[config.mk]
export PLATFORM = sky130hd
export DESIGN_NAME = uart_fifo_ctrl
export DESIGN_NICKNAME = d
export VERILOG_FILES = /design/src/rtl/uart_fifo_ctrl.sv
export SDC_FILE = /design/constraint.sdc
export NUM_CORES = 1
export LEC_CHECK = 0
export CAP_MARGIN = 15
export CORE_MARGIN = 2
export CORE_UTILIZATION = 50
export CTS_CLUSTER_SIZE = 16
export DETAILED_ROUTE_END_ITERATION = 8
export GPL_ROUTABILITY_DRIVEN = 0
export PLACE_DENSITY = 0.69
export SYNTH_ARGS = -nofsm -noshare
export SYNTH_HDL_FRONTEND = slang
export SYNTH_SLANG_ARGS = --single-unit
[constraint.sdc]
create_clock -name clk -period 8.45 [get_ports clk]
set_clock_uncertainty 0.15 [all_clocks]
set_input_delay 0.845 -clock clk [delete_from_list [all_inputs] [get_ports clk]]
set_output_delay 0.845 -clock clk [all_outputs]
set_load 0.005 [all_outputs]
[src/rtl/uart_fifo_ctrl.sv]
// UART with TX/RX byte FIFOs behind a four-register bus (DATA, STATUS, BAUD, CTRL).
// Define UART_PARITY_EN to add the CTRL-programmable parity bit to both engines.
module uart_fifo_ctrl #(
   parameter int CLKS_PER_BIT_RST = 4,
   parameter int TX_DEPTH         = 8,
   parameter int RX_DEPTH         = 8
) (
   input  logic        clk,
   input  logic        rst_n,
   input  logic [1:0]  addr_i,
   input  logic [31:0] write_data,
   input  logic        write_en,
   input  logic        i_uart_sel,
   output logic [31:0] read_data,
   output logic        uart_tx,
   input  logic        uart_rx
);
   localparam int TAW = $clog2(TX_DEPTH);
   localparam int RAW = $clog2(RX_DEPTH);

`ifdef UART_PARITY_EN
   typedef enum logic [2:0] {S_IDLE, S_START, S_DATA, S_PARITY, S_STOP} state_t;
`else
   typedef enum logic [2:0] {S_IDLE, S_START, S_DATA, S_STOP} state_t;
`endif

   logic        wr_acc, rd_acc;
   logic [15:0] baud, div_eff;
   logic [1:0]  ctrl;
   logic        ovr, ferr, perr, ovr_set, ferr_set, perr_set, sticky_clr;
   logic        unused_wdata;

   assign wr_acc       = i_uart_sel & write_en;
   assign rd_acc       = i_uart_sel & ~write_en;
   assign sticky_clr   = wr_acc && (addr_i == 2'd1);
   assign unused_wdata = ^write_data[31:16];

   always_ff @(posedge clk or negedge rst_n) begin
      if (!rst_n)                          baud <= 16'(CLKS_PER_BIT_RST);
      else if (wr_acc && addr_i == 2'd2)   baud <= write_data[15:0];
   end
   assign div_eff = (baud < 16'd2) ? 16'd2 : baud;

`ifdef UART_PARITY_EN
   always_ff @(posedge clk or negedge rst_n) begin
      if (!rst_n)                          ctrl <= 2'b00;
      else if (wr_acc && addr_i == 2'd3)   ctrl <= write_data[1:0];
   end
`else
   assign ctrl = 2'b00;
`endif

   // Set wins over a same-cycle clear so no error event is ever lost.
   always_ff @(posedge clk or negedge rst_n) begin
      if (!rst_n) begin
         ovr  <= 1'b0;
         ferr <= 1'b0;
         perr <= 1'b0;
      end else begin
         ovr  <= (ovr  & ~(sticky_clr & write_data[4])) | ovr_set;
         ferr <= (ferr & ~(sticky_clr & write_data[5])) | ferr_set;
         perr <= (perr & ~(sticky_clr & write_data[6])) | perr_set;
      end
   end

   // ---------------- TX FIFO ----------------
   logic [7:0]   tx_mem [TX_DEPTH];
   logic [TAW:0] tx_wp, tx_rp;
   logic         tx_empty, tx_full, tx_push, tx_pop;

   assign tx_empty = (tx_wp == tx_rp);
   assign tx_full  = (tx_wp[TAW] != tx_rp[TAW]) && (tx_wp[TAW-1:0] == tx_rp[TAW-1:0]);
   assign tx_push  = wr_acc && (addr_i == 2'd0) && !tx_full;

   always_ff @(posedge clk or negedge rst_n) begin
      if (!rst_n) begin
         tx_wp <= '0;
         tx_rp <= '0;
      end else begin
         if (tx_push) tx_wp <= tx_wp + 1'b1;
         if (tx_pop)  tx_rp <= tx_rp + 1'b1;
      end
   end

   // NOTE: FIFO storage has no reset; the pointers alone define which entries are valid.
   always_ff @(posedge clk) begin
      if (tx_push) tx_mem[tx_wp[TAW-1:0]] <= write_data[7:0];
   end

   // ---------------- TX engine ----------------
   state_t      tx_state, tx_next;
   logic [15:0] tx_cnt, tx_div;
   logic [2:0]  tx_idx;
   logic [7:0]  tx_shreg;
   logic        tx_bit, tx_bit_end, tx_busy;
`ifdef UART_PARITY_EN
   logic        tx_par_en, tx_par_odd;
`endif

   assign tx_bit_end = (tx_cnt == tx_div - 16'd1);
   assign tx_busy    = (tx_state != S_IDLE);

   always_ff @(posedge clk or negedge rst_n) begin
      if (!rst_n) tx_state <= S_IDLE;
      else        tx_state <= tx_next;
   end

   // NOTE: every always_comb output gets a default first so no latch is inferred.
   always_comb begin
      tx_next = tx_state;
      tx_pop  = 1'b0;
      case (tx_state)
         S_IDLE:  if (!tx_empty) begin tx_next = S_START; tx_pop = 1'b1; end
         S_START: if (tx_bit_end) tx_next = S_DATA;
`ifdef UART_PARITY_EN
         S_DATA:   if (tx_bit_end && tx_idx == 3'd7) tx_next = tx_par_en ? S_PARITY : S_STOP;
         S_PARITY: if (tx_bit_end) tx_next = S_STOP;
`else
         S_DATA:  if (tx_bit_end && tx_idx == 3'd7) tx_next = S_STOP;
`endif
         S_STOP: begin
            // Chain straight into the next start bit so queued frames leave no idle gap.
            if (tx_bit_end) begin
               if (!tx_empty) begin tx_next = S_START; tx_pop = 1'b1; end
               else           tx_next = S_IDLE;
            end
         end
         default: tx_next = S_IDLE;
      endcase
   end

   always_comb begin
      tx_bit = 1'b1;
      case (tx_state)
         S_START:  tx_bit = 1'b0;
         S_DATA:   tx_bit = tx_shreg[tx_idx];
`ifdef UART_PARITY_EN
         S_PARITY: tx_bit = ^tx_shreg ^ tx_par_odd;
`endif
         default:  tx_bit = 1'b1;
      endcase
   end

   always_ff @(posedge clk or negedge rst_n) begin
      if (!rst_n) begin
         uart_tx  <= 1'b1;
         tx_cnt   <= '0;
         tx_div   <= 16'd2;
         tx_idx   <= '0;
         tx_shreg <= '0;
`ifdef UART_PARITY_EN
         tx_par_en  <= 1'b0;
         tx_par_odd <= 1'b0;
`endif
      end else begin
         uart_tx <= tx_bit;
         if (tx_pop) begin
            tx_shreg <= tx_mem[tx_rp[TAW-1:0]];
            tx_div   <= div_eff;
            tx_cnt   <= '0;
            tx_idx   <= '0;
`ifdef UART_PARITY_EN
            tx_par_en  <= ctrl[0];
            tx_par_odd <= ctrl[1];
`endif
         end else if (tx_state != S_IDLE) begin
            if (tx_bit_end) begin
               tx_cnt <= '0;
               if (tx_state == S_DATA) tx_idx <= tx_idx + 3'd1;
            end else begin
               tx_cnt <= tx_cnt + 16'd1;
            end
         end
      end
   end

   // ---------------- RX engine ----------------
   logic        rx_s1, rx_s2, rx_d;
   state_t      rx_state, rx_next;
   logic [15:0] rx_cnt, rx_div;
   logic [2:0]  rx_idx;
   logic [7:0]  rx_shreg;
   logic        rx_bit_end, rx_half_hit, rx_done, par_bad, rx_push, rx_pop;
   logic        rx_empty, rx_full;
`ifdef UART_PARITY_EN
   logic        rx_par_en, rx_par_odd, rx_par_bit;
`endif

   always_ff @(posedge clk or negedge rst_n) begin
      if (!rst_n) begin
         rx_s1 <= 1'b1;
         rx_s2 <= 1'b1;
         rx_d  <= 1'b1;
      end else begin
         rx_s1 <= uart_rx;
         rx_s2 <= rx_s1;
         rx_d  <= rx_s2;
      end
   end

   assign rx_bit_end  = (rx_cnt == rx_div - 16'd1);
   assign rx_half_hit = (rx_cnt == (rx_div >> 1) - 16'd1);

   always_ff @(posedge clk or negedge rst_n) begin
      if (!rst_n) rx_state <= S_IDLE;
      else        rx_state <= rx_next;
   end

   always_comb begin
      rx_next = rx_state;
      case (rx_state)
         S_IDLE:  if (rx_d && !rx_s2) rx_next = S_START;
         S_START: if (rx_half_hit)    rx_next = rx_s2 ? S_IDLE : S_DATA;
`ifdef UART_PARITY_EN
         S_DATA:   if (rx_bit_end && rx_idx == 3'd7) rx_next = rx_par_en ? S_PARITY : S_STOP;
         S_PARITY: if (rx_bit_end) rx_next = S_STOP;
`else
         S_DATA:  if (rx_bit_end && rx_idx == 3'd7) rx_next = S_STOP;
`endif
         S_STOP:  if (rx_bit_end) rx_next = S_IDLE;
         default: rx_next = S_IDLE;
      endcase
   end

   always_comb begin
      par_bad = 1'b0;
`ifdef UART_PARITY_EN
      par_bad = rx_par_en && (rx_par_bit != (^rx_shreg ^ rx_par_odd));
`endif
      rx_done  = (rx_state == S_STOP) && rx_bit_end;
      ferr_set = rx_done && !rx_s2;
      perr_set = rx_done && rx_s2 && par_bad;
      rx_push  = rx_done && rx_s2 && !par_bad && !rx_full;
      ovr_set  = rx_done && rx_s2 && !par_bad && rx_full;
   end

   // Divisor and parity mode are re-captured every idle cycle, so they freeze at frame start.
   always_ff @(posedge clk or negedge rst_n) begin
      if (!rst_n) begin
         rx_cnt   <= '0;
         rx_div   <= 16'd2;
         rx_idx   <= '0;
         rx_shreg <= '0;
`ifdef UART_PARITY_EN
         rx_par_en  <= 1'b0;
         rx_par_odd <= 1'b0;
         rx_par_bit <= 1'b0;
`endif
      end else if (rx_state == S_IDLE) begin
         rx_cnt <= '0;
         rx_idx <= '0;
         rx_div <= div_eff;
`ifdef UART_PARITY_EN
         rx_par_en  <= ctrl[0];
         rx_par_odd <= ctrl[1];
`endif
      end else if (rx_state == S_START) begin
         rx_cnt <= rx_half_hit ? 16'd0 : rx_cnt + 16'd1;
      end else if (rx_bit_end) begin
         rx_cnt <= '0;
         if (rx_state == S_DATA) begin
            rx_shreg <= {rx_s2, rx_shreg[7:1]};
            rx_idx   <= rx_idx + 3'd1;
         end
`ifdef UART_PARITY_EN
         if (rx_state == S_PARITY) rx_par_bit <= rx_s2;
`endif
      end else begin
         rx_cnt <= rx_cnt + 16'd1;
      end
   end

   // ---------------- RX FIFO ----------------
   logic [7:0]   rx_mem [RX_DEPTH];
   logic [RAW:0] rx_wp, rx_rp, rx_count;

   assign rx_empty = (rx_wp == rx_rp);
   assign rx_full  = (rx_wp[RAW] != rx_rp[RAW]) && (rx_wp[RAW-1:0] == rx_rp[RAW-1:0]);
   assign rx_pop   = rd_acc && (addr_i == 2'd0) && !rx_empty;
   assign rx_count = rx_wp - rx_rp;

   always_ff @(posedge clk or negedge rst_n) begin
      if (!rst_n) begin
         rx_wp <= '0;
         rx_rp <= '0;
      end else begin
         if (rx_push) rx_wp <= rx_wp + 1'b1;
         if (rx_pop)  rx_rp <= rx_rp + 1'b1;
      end
   end

   always_ff @(posedge clk) begin
      if (rx_push) rx_mem[rx_wp[RAW-1:0]] <= rx_shreg;
   end

   always_comb begin
      read_data = 32'h0;
      case (addr_i)
         2'd0:    read_data = {24'h0, rx_empty ? 8'h00 : rx_mem[rx_rp[RAW-1:0]]};
         2'd1:    read_data = {16'h0, 8'(rx_count), 1'b0, perr, ferr, ovr,
                               tx_empty, tx_full, ~rx_empty, tx_busy};
         2'd2:    read_data = {16'h0, baud};
         default: read_data = {30'h0, ctrl};
      endcase
   end

endmodule

==> impl_results.md, run 1 <==
- Hold violation total from the final report: 0
- Outcome: completed
- Later-pin clock latency in the skew report: around 0.56 ns
- Flops & latches, synth: ~260
- Cell at the root of the clock tree: sky130_fd_sc_hd__clkbuf_16
- Num ports: approximately 70
- Finish-stage setup viols: 0
- Global-route wire length before repair: between 40 and 50 mm
- Min cycle time layout: between 4 and 5 ns
- Area growth from synthesis to layout: 11.7%
- Highest achievable clock rate: 215 MHz
- Remaining global-route overflow: 0
- Cell variety after synth: slightly below 80
- Fraction of layout cells with a size suffix above 1: 0.155
- Number of clock sinks seen by CTS: around 260
- Clock-pin slew of the registers on the worst-case setup and hold paths: about 0.06 ns
- Quantity of gates resized following cts: 0
- Clock buffer count from CTS: 27
- Setup TNS: 0 ns
- Synth warnings: 0
- Antenna violations before repair: 0
- Htree depth: 1
- Count of unresolved DRC violations after routing: 0
- Largest fanout on the critical path: 11
- Sum of met2 wire segment lengths after detailed routing: about 13 mm
- Met3 wire length: about 1.2 mm
- Wire length after detailed routing: roughly 27 mm
- DRT Pass-1 Iters: 4
- Fraction of the cycle the final worst path needs: 0.550
- MaxCap Viol Count: 0
- Area of the core: ~25,000 sq um
- Starting density of the core: 0.512
- Power per standard cell area: roughly 320 nW/um^2
- Synthesized instance count: between 1,000 and 1,500
- Max layer used: met4
- Leak pwr: around 5.6 nW
- Buffer levels on the longest clock path: 3
- Quantity of I/O buffers inserted on ports: 39
- Commonest non-fill, non-tap cells in the layout: sky130_fd_sc_hd__edfxtp_1, sky130_fd_sc_hd__dfrtp_1, sky130_fd_sc_hd__nand2_1
- Commonest non-fill, non-tap cell in the layout: sky130_fd_sc_hd__edfxtp_1
- First-iteration detailed-routing DRC count: about 670
- Simple-gate share of the synthesized area: 0.143
- Total number of vias: between 8,000 and 9,000
- Main synth FF type: sky130_fd_sc_hd__edfxtp_1
- Count of pins over their slew limit: 0
- Critical path origin: rx_rp[2]
- Setup Fix Bufs, Post-CTS: 0
- Die Wd: 165 microns
- DPL Wire Length: 18.8 mm
- Number of synthesized flops with an enable pin: ~130
- Average instance area after synthesis: about 12 sq um
- Critical path class: register to output port
- Number of antenna diodes: 0
- Combined area of all synthesized cells: approximately 13,000 sq um
- Adder-cell area share of the yosys netlist: 0.0218
- # rows: 58
- Antenna violation net count after detailed routing: 0
- Dominant combinational cell family by area after synthesis: simple AND/OR/NAND/NOR gates
- RSZ-0062 raised after global routing: false
- Inst Count DP: ~1,400
- Share of the synthesized netlist area taken by xor and xnor gates: 0.0607
- Worst Hold Slack: 0.160 ns
- Number of nets in the final layout: 1,149
- Hold Crit Class: input pin to async pin
- Pin count of the biggest net entering global routing: 83
- CP Capture Type: output port
- Slew of the pin with the lowest slew margin: about 1.1 ns
- Worst Setup Start Kind: register
- Clock tree from TritonCTS: built
- Async set or reset register ratio after synthesis: 0.502
- Data required time at the worst endpoint: ~7.5 ns
- Slew margin rel.: 0.274
- Quantity of hold-fixing buffers added after cts: 0
- Post-route met1 wirelength: roughly 12 mm
- Die ar.: 27,300 sq um
- Multiplexer share of the synthesized area: 0.123
- Fill cell instance count of the final layout: between 2,000 and 2,500
- IR drop worst, VDD: between 0.15 and 0.2 mV
- Worst path arrival time: 3.66 ns
- Sequential area share after synthesis: 0.545
- Filler-free cell count of the finished design: 1,438
- Via count of the first global-routing pass: just over 8,000
- Routed wire length per instance: ~19 microns
- Worst reg2reg startpoint: rx_div[7]
- Synthesized-area fraction occupied by ao, oa, aoi and oai cells: 0.0680
- Height of the chip: 165 microns
- Post-DR vias/cell: about 5.7
- Reg2Reg Setup Slack: 3.94 ns
- Total Routing Usage GR: 0.204
## registers in the layout, summed over array words and instances (netlist names), 2 cells and up
name / count
rx_wp: 4
tx_mem: 64
tx_cnt: 16
tx_rp: 4
rx_state: 2
tx_div: 16
tx_shreg: 8
rx_rp: 4
rx_mem: 64
rx_div: 16
tx_state: 2
baud: 16
rx_idx: 3
rx_cnt: 16
tx_wp: 4
rx_shreg: 8
tx_idx: 3
## critical path, stage by stage, from the launching register on
cell and delay, ns:
sky130_fd_sc_hd__dfrtp_1 0.60, sky130_fd_sc_hd__clkinv_1 0.38, sky130_fd_sc_hd__ha_1 0.43, sky130_fd_sc_hd__nand3_1 0.11
sky130_fd_sc_hd__nor2_1 0.04, sky130_fd_sc_hd__nor2_1 0.43, sky130_fd_sc_hd__a22oi_1 0.12, sky130_fd_sc_hd__o21ai_0 0.41
sky130_fd_sc_hd__clkdlybuf4s50_1 0.59
## path summary, 6_finish.rpt
check / endpoint / cells past startpoint
min in group clk: rx_s2 / 0
worst min-delay path: tx_shreg[2] / 1
worst min register to register: rx_s2 / 0
worst max-delay path: read_data[2] / 8
max in group asynchronous: rx_shreg[6] / 2
worst max register to register: rx_mem[3][7] / 7
## per-stage QoR
stage | cell area [sq um] | power, mW | setup WS [ns] | utilization
after floorplan | 13000 | 3.01 | 4.57 | -
after global placement | 13600 | 3.38 | 4.03 | 0.535
after detailed placement | 13600 | 3.42 | 4.02 | 0.535
after CTS | 14500 | 4.70 | 3.76 | 0.573
after global routing | 14500 | 4.96 | 3.55 | 0.573
final | 14500 | 4.67 | 3.80 | 0.573
## metal layers
metal | vias to the layer above | GRT usage
met3 | 32 | 0.0320
li1 | 3940 | -
met5 | - | 0
met4 | 0 | 0.0526
met1 | 4071 | 0.296
met2 | 163 | 0.325
## power breakdown
part           internal [mW]  switching (mW)
registers               1.50           0.327
clock network          0.771           0.495
logic                  0.776           0.802
## cell type report
| class | instances | area, sq um | area share |
|---|---|---|---|
| multi-input combinational | 721 | 5470 | 0.377 |
| timing repair buffer | 49 | 467 | 0.0322 |
| clock buffer | 29 | 683 | 0.0471 |
| tap | 330 | 413 | 0.0285 |
| inverter | 32 | 120 | 0.00828 |
| clock inverter | 20 | 270 | 0.0186 |
| sequential | 257 | 7080 | 0.488 |
## cell usage after synthesis, types with 7 or more instances
cell type                  count  area share
sky130_fd_sc_hd__a21oi_1       8      0.0031
sky130_fd_sc_hd__a22oi_1       9      0.0052
sky130_fd_sc_hd__and2_1        7      0.0034
sky130_fd_sc_hd__and3_1       16      0.0077
sky130_fd_sc_hd__and4_1        9      0.0061
sky130_fd_sc_hd__buf_2        11      0.0042
sky130_fd_sc_hd__buf_4        18       0.010
sky130_fd_sc_hd__clkbuf_1     40       0.012
sky130_fd_sc_hd__dfrtp_1     122        0.24
sky130_fd_sc_hd__dfstp_2       7       0.014
sky130_fd_sc_hd__edfxtp_1    128        0.30
sky130_fd_sc_hd__ha_1         21       0.020
sky130_fd_sc_hd__inv_1        30      0.0087
sky130_fd_sc_hd__mux2_2       43       0.037
sky130_fd_sc_hd__mux2_4       17       0.020
sky130_fd_sc_hd__mux4_2       34       0.059
sky130_fd_sc_hd__nand2_1     104       0.030
sky130_fd_sc_hd__nand2b_1     18      0.0087
sky130_fd_sc_hd__nand3_1      40       0.015
sky130_fd_sc_hd__nand4_1      13      0.0063
sky130_fd_sc_hd__nor2_1       59       0.017
sky130_fd_sc_hd__nor2b_1       8      0.0039
sky130_fd_sc_hd__nor3_1       37       0.014
sky130_fd_sc_hd__nor4_1       19      0.0092
sky130_fd_sc_hd__o211ai_1      7      0.0040
sky130_fd_sc_hd__o21ai_0      39       0.015
sky130_fd_sc_hd__o31ai_1       7      0.0040
sky130_fd_sc_hd__xnor2_1      51       0.034
sky130_fd_sc_hd__xor2_1       39       0.026
## cells by family after synthesis
group,count (synthesis)
flops,257
other cells,1
compound gates,126
buf+inv,106
mux,102
fa+ha+maj,22
xor+xnor,90
simple gates,365
Note: power is estimated with default switching activity, not from simulation.
==> inputs of run 2 (changes only) <==
--- a/config.mk
+++ b/config.mk
@@ -11,7 +11,7 @@
 export CTS_CLUSTER_SIZE = 16
 export DETAILED_ROUTE_END_ITERATION = 8
 export GPL_ROUTABILITY_DRIVEN = 0
-export PLACE_DENSITY = 0.69
+export PLACE_DENSITY = 0.71
 export SYNTH_ARGS = -nofsm -noshare
 export SYNTH_HDL_FRONTEND = slang
 export SYNTH_SLANG_ARGS = --single-unit
==> constraint.sdc (replaced) <==
create_clock -name clk -period 4 [get_ports clk]
set_clock_uncertainty 0.15 [all_clocks]
set_input_delay 0.4 -clock clk [delete_from_list [all_inputs] [get_ports clk]]
set_output_delay 0.4 -clock clk [all_outputs]
set_load 0.005 [all_outputs]
==> run 2 against run 1 <==
Net effect:
- routed wire length is 2.3% higher
- die area stayed put
- largest power group unchanged
- highest routed layer unchanged
- via count increased by 2.8%
- worst hold slack lost 0.027 ns
- setup slack lost 3.5 ns
==> impl_results.md, run 2 (same netlist as run 1, synthesis figures left out) <==
- Outcome: completed
- Worst Setup Start Kind: register
- Count of unresolved DRC violations after routing: 0
- Worst Path Buf+Inv: 2
- Number of clock sinks seen by CTS: ~260
- MaxCap Viol Count: 0
- Pin count of the biggest net entering global routing: around 110
- Global-route wire length before repair: 44.4 mm
- Via count of the first global-routing pass: 8,240
- Hold violation total from the final report: 0
- Filler-free cell count of the finished design: approximately 1,500
- Inst Count DP: approximately 1,400
- Fraction of the cycle the final worst path needs: 0.929
- Total number of vias: about 8,400
- Reg2Reg Setup Slack: between 0.3 and 0.4 ns
- Number of nets in the final layout: between 1,000 and 1,500
- Remaining global-route overflow: 0
- Delay of the slowest critical-path stage: ~0.75 ns
- Clock-pin slew of the registers on the worst-case setup and hold paths: roughly 0.060 ns
- Worst path arrival time: 3.17 ns
- Largest fanout on the critical path: 11
- Finish-stage setup viols: 0
- Wire length after detailed routing: 27.4 mm
- Category of cells accounting for the largest share of critical-path delay: buffers and inverters
- Min cycle time layout: approximately 3.7 ns
- Power per standard cell area: about 680 nW/um^2
- Critical Path, Cell by Cell: buf_4 > mux4_2 > nand2_1 > nand2_1 > a22oi_1 > o22ai_1 > clkdlybuf4s50_1
- Buffer levels on the longest clock path: 3
- Antenna violations before repair: 0
- Post-placement cell area: between 10,000 and 15,000 sq um
- CP Capture Type: output port
- Setup TNS: 0 ns
- Later-pin clock latency in the skew report: 0.54 ns
- Starting density of the core: 0.512
- Area growth from synthesis to layout: 13.1%
- Die ar.: 27,300 sq um
- DPL Wire Length: ~19 mm
- Cell at the root of the clock tree: sky130_fd_sc_hd__clkbuf_16
- Routed wire length per instance: ~19 microns
- Count of pins over their slew limit: 0
- Antenna violation net count after detailed routing: 0
- Post-layout instance area: 14,700 sq um
- DRT Pass-1 Iters: 5
- Num ports: approximately 70
- Slew of the pin with the lowest slew margin: 1.06 ns
- Die Wd: ~170 microns
- Height of the chip: 165 microns
- Number of antenna diodes: 0
- Fraction of layout cells with a size suffix above 1: 0.169
- Clock buffer count from CTS: 27
- Commonest non-fill, non-tap cell in the layout: sky130_fd_sc_hd__edfxtp_1
- IR drop worst, VDD: between 0.3 and 0.4 mV
- # rows: 58
- Total Routing Usage GR: 0.209
- Most common cell type on the critical path: sky130_fd_sc_hd__nand2_1
- RSZ-0062 raised after global routing: false
- Hold Crit Class: input pin to register
- Htree depth: 1
- Quantity of gates resized following cts: 0
- Highest achievable clock rate: ~270 MHz
- Post-DR vias/cell: roughly 5.8
- Data required time at the worst endpoint: 3.45 ns
- CP max stage cell: sky130_fd_sc_hd__dfrtp_1
- First-iteration detailed-routing DRC count: 634
- Clock tree from TritonCTS: built
- Slew margin rel.: 0.295
- Commonest non-fill, non-tap cells in the layout: sky130_fd_sc_hd__edfxtp_1, sky130_fd_sc_hd__dfrtp_1, sky130_fd_sc_hd__nand2_1
- Setup Fix Bufs, Post-CTS: 0
- Leak pwr: 5.69 nW
- Quantity of I/O buffers inserted on ports: 39
- Area of the core: around 25,000 sq um
- Critical path class: register to output port
==> run 2: cell count changes in the layout (fill, tap and decap cells not counted) <==
cell / change
sky130_fd_sc_hd__inv_16: -1
sky130_fd_sc_hd__dlygate4sd3_1: +1
sky130_fd_sc_hd__clkbuf_1: +2
sky130_fd_sc_hd__buf_4: +19
sky130_fd_sc_hd__clkinv_2: -4
sky130_fd_sc_hd__clkbuf_4: +1
sky130_fd_sc_hd__clkbuf_8: +3
sky130_fd_sc_hd__inv_6: +3
sky130_fd_sc_hd__clkinvlp_4: -2
sky130_fd_sc_hd__clkinv_1: -1
==> run 2: final cells by class <==
cell class,instances,area (sq um)
sequential,257,7080
tap,330,413
clock inverter,15,238
clock buffer,35,739
multi-input combinational,721,5470
fill,2037,10600
timing repair buffer,69,619
inverter,32,120
==> run 2: path summary, 6_finish.rpt <==
path	start	endpoint	cells past startpoint
max	rx_rp[0]	read_data[3]	7
min	uart_rx	rx_s1	1
max reg2reg	tx_div[0]	tx_div[15]	10
min reg2reg	rx_s1	rx_s2	0
max in group asynchronous	rst_n	rx_cnt[15]	3
min in group asynchronous	rst_n	tx_shreg[0]	2
==> run 2: repair_timing <==
action / in CTS / in global routing
endpoints found under the hold margin: 103 / 0
hold buffers: 1 / 0
setup endpoints to repair: 0 / 0
==> run 2: power by group <==
group          internal [mW]  switching [mW]
sequential              3.17           0.643
combinational           1.68            1.76
clock                   1.69            1.02
total                   6.54            3.42
==> run 2: metrics by stage <==
stage	utilization	hold slack, ns	setup slack [ns]	power (mW)
after global routing	0.580	0.147	0.0616	10.6
after floorplan	-	-0.0456	0.119	6.36
after CTS	0.580	0.121	0.200	10.0
final	0.580	0.133	0.284	9.96
after global placement	0.541	0.196	0.361	7.18
after detailed placement	0.541	0.206	0.330	7.27
==> run 2: layer usage <==
metal / track usage / up-vias / part of all wire
li1: - / 3995 / -
met1: 0.294 / 4184 / 0.45
met2: 0.343 / 206 / 0.48
met3: 0.0287 / 52 / 0.043
met4: 0.0589 / 0 / 0.030
met5: 0 / - / 0
==> inputs of run 3 (changes only) <==
--- a/config.mk
+++ b/config.mk
@@ -11,7 +11,7 @@
 export CTS_CLUSTER_SIZE = 16
 export DETAILED_ROUTE_END_ITERATION = 8
 export GPL_ROUTABILITY_DRIVEN = 0
-export PLACE_DENSITY = 0.71
+export PLACE_DENSITY = 0.69
 export SYNTH_ARGS = -nofsm -noshare
 export SYNTH_HDL_FRONTEND = slang
 export SYNTH_SLANG_ARGS = --single-unit
==> constraint.sdc (replaced) <==
create_clock -name clk -period 3.7 [get_ports clk]
set_clock_uncertainty 0.15 [all_clocks]
set_input_delay 0.37 -clock clk [delete_from_list [all_inputs] [get_ports clk]]
set_output_delay 0.37 -clock clk [all_outputs]
set_load 0.005 [all_outputs]
==> run 3 against run 2 <==
Net effect:
- design area rose by 0.95%
- clock power up 3%
- critical path depth grew 2
- worst hold slack worse by 0.057 ns
- total power rose by 8.2%
- flip-flop and latch count stayed put
- clock-buffer cell count decreased by 4
- sequential share of layout area down 0.45 points
- largest power group unchanged
- highest routed layer unchanged
==> impl_results.md, run 3 (same netlist as run 1, synthesis figures left out) <==
- Number of antenna diodes: 0
- Post-layout instance area: roughly 15,000 sq um
- Worst reg2reg startpoint: tx_div[1]
- Global-route wire length before repair: between 40 and 50 mm
- Critical path class: register to output port
- Later-pin clock latency in the skew report: 0.56 ns
- Global-route track usage on met2: 0.350
- Area growth from synthesis to layout: 14.2%
- Met1 track demand over resource in global routing: 0.298
- Worst Setup Start Kind: register
- Hold violation total from the final report: 0
- Total number of vias: 8,465
- DPL Wire Length: roughly 19 mm
- Area of the core: roughly 25,000 sq um
- WHS Path Cells: 1
- Die ar.: ~27,000 sq um
- Count of unresolved DRC violations after routing: 0
- Setup Fix Bufs, Post-CTS: 0
- Clock tree from TritonCTS: built
- Power per standard cell area: about 730 nW/um^2
- Cell count of the worst reg-to-reg path: 10
- Fill cell instance count of the final layout: between 2,000 and 2,500
- Post-placement cell area: about 14,000 sq um
- Commonest non-fill, non-tap cell in the layout: sky130_fd_sc_hd__edfxtp_1
- Post-DR vias/cell: about 5.7
- MaxCap Viol Count: 0
- Outcome: completed
- Filler-free cell count of the finished design: approximately 1,500
- Capture instance of the worst register-to-register path: tx_shreg[4]
- Antenna violations before repair: 0
- Highest achievable clock rate: 279 MHz
- Number of clock sinks seen by CTS: 257
- Leak pwr: roughly 5.8 nW
- Remaining global-route overflow: 0
- Die Wd: between 150 and 200 microns
- Reg2Reg Setup Slack: 0.18 ns
- Total Routing Usage GR: 0.212
- Slew margin rel.: 0.362
- Grt met3 use: 0.0300
- IR drop worst, VDD: roughly 0.52 mV
- Height of the chip: roughly 170 microns
- First-iteration detailed-routing DRC count: between 500 and 600
- CP Capture Type: output port
- Startpoint of the worst hold path: uart_rx
- Slew of the pin with the lowest slew margin: 0.957 ns
- Count of pins over their slew limit: 0
- Htree depth: 1
- Routing layer with the top usage in global route: met2
- Inst Count DP: 1,423
- Antenna violation net count after detailed routing: 0
- Number of nets in the final layout: 1,185
- Cell at the root of the clock tree: sky130_fd_sc_hd__clkbuf_16
- Finish-stage setup viols: 0
- Min cycle time layout: around 3.6 ns
- Quantity of I/O buffers inserted on ports: 39
- # rows: 58
- Wire length after detailed routing: approximately 28 mm
- Final core utilization: 0.585
- Clock-pin slew of the registers on the worst-case setup and hold paths: about 0.06 ns
- Data required time at the worst endpoint: around 3.2 ns
- Fraction of the cycle the final worst path needs: 0.970
- Largest fanout on the critical path: 9
- Worst path arrival time: ~3.1 ns
- Minimum setup slack in the final design: around 0.11 ns
- Worst slack after detailed placement: roughly 0.11 ns
- Min-Delay Endpoint: rx_s1
- Buffer levels on the longest clock path: 3
- Pin count of the biggest net entering global routing: around 100
- Fraction of layout cells with a size suffix above 1: 0.188
- Commonest non-fill, non-tap cells in the layout: sky130_fd_sc_hd__edfxtp_1, sky130_fd_sc_hd__dfrtp_1, sky130_fd_sc_hd__nand2_1
- Worst Hold Slack: roughly 0.077 ns
- Overall power after layout: between 10 and 15 mW
- Hold Crit Class: input pin to register
- Routed wire length per instance: approximately 19 microns
- Clock buffer count from CTS: 28
- Setup TNS: 0 ns
- Num ports: slightly above 70
- Starting density of the core: 0.512
- DRT Pass-1 Iters: 5
- Via count of the first global-routing pass: around 8,400
run 3: worst max path at each step:
| stage | end | startpoint | slack [ns] | cells after the start |
|---|---|---|---|---|
| floorplan | rx_mem[1][0] | rx_div[8] | 0.21 | 8 |
| global placement | tx_div[15] | tx_div[1] | 0.14 | 10 |
| detailed placement | tx_div[15] | tx_div[1] | 0.11 | 10 |
| CTS | rx_mem[6][2] | rx_div[2] | 0.02 | 9 |
| finish | read_data[2] | rx_wp[0] | 0.11 | 9 |
| global route | read_data[2] | rx_wp[0] | -0.01 | 9 |
run 3: metal layers:
metal / up-vias / part of all wire
li1: 4016 / -
met5: - / 0
met4: 0 / 0.017
met1: 4222 / 0.45
met2: 188 / 0.49
met3: 39 / 0.049
run 3: power breakdown:
part | leakage [nW] | total, mW | switching [mW] | internal (mW)
Clock | 0.456 | 2.80 | 1.17 | 1.63
Sequential | 2.83 | 4.04 | 0.612 | 3.42
Combinational | 2.47 | 3.94 | 2.03 | 1.91
Total | 5.76 | 10.8 | 3.81 | 6.97
run 3: what timing repair did:
item                                   4_1_cts  5_1_grt
setup endpoints to repair                    0       98
hold buffers                                 1        0
endpoints found under the hold margin       91        0
gates resized for setup                      0       12
run 3: worst max-delay path, cell delays in order (launching register included):
cell and delay (ns):
sky130_fd_sc_hd__dfrtp_1 0.43, sky130_fd_sc_hd__inv_1 0.25, sky130_fd_sc_hd__ha_1 0.31, sky130_fd_sc_hd__nand3_1 0.09, sky130_fd_sc_hd__nor2_1 0.04, sky130_fd_sc_hd__nor2_1 0.09
sky130_fd_sc_hd__buf_4 0.17, sky130_fd_sc_hd__a22oi_1 0.07, sky130_fd_sc_hd__o21ai_0 0.44, sky130_fd_sc_hd__clkdlybuf4s50_1 0.61
run 3: cell type report:
type | count | area (sq um) | share of cell area
Multi-Input combinational cell | 721 | 5500 | 0.371
Inverter | 32 | 120 | 0.00811
Clock inverter | 21 | 223 | 0.0150
Clock buffer | 31 | 722 | 0.0487
Tap cell | 330 | 413 | 0.0279
Timing Repair Buffer | 84 | 761 | 0.0513
Sequential cell | 257 | 7080 | 0.478
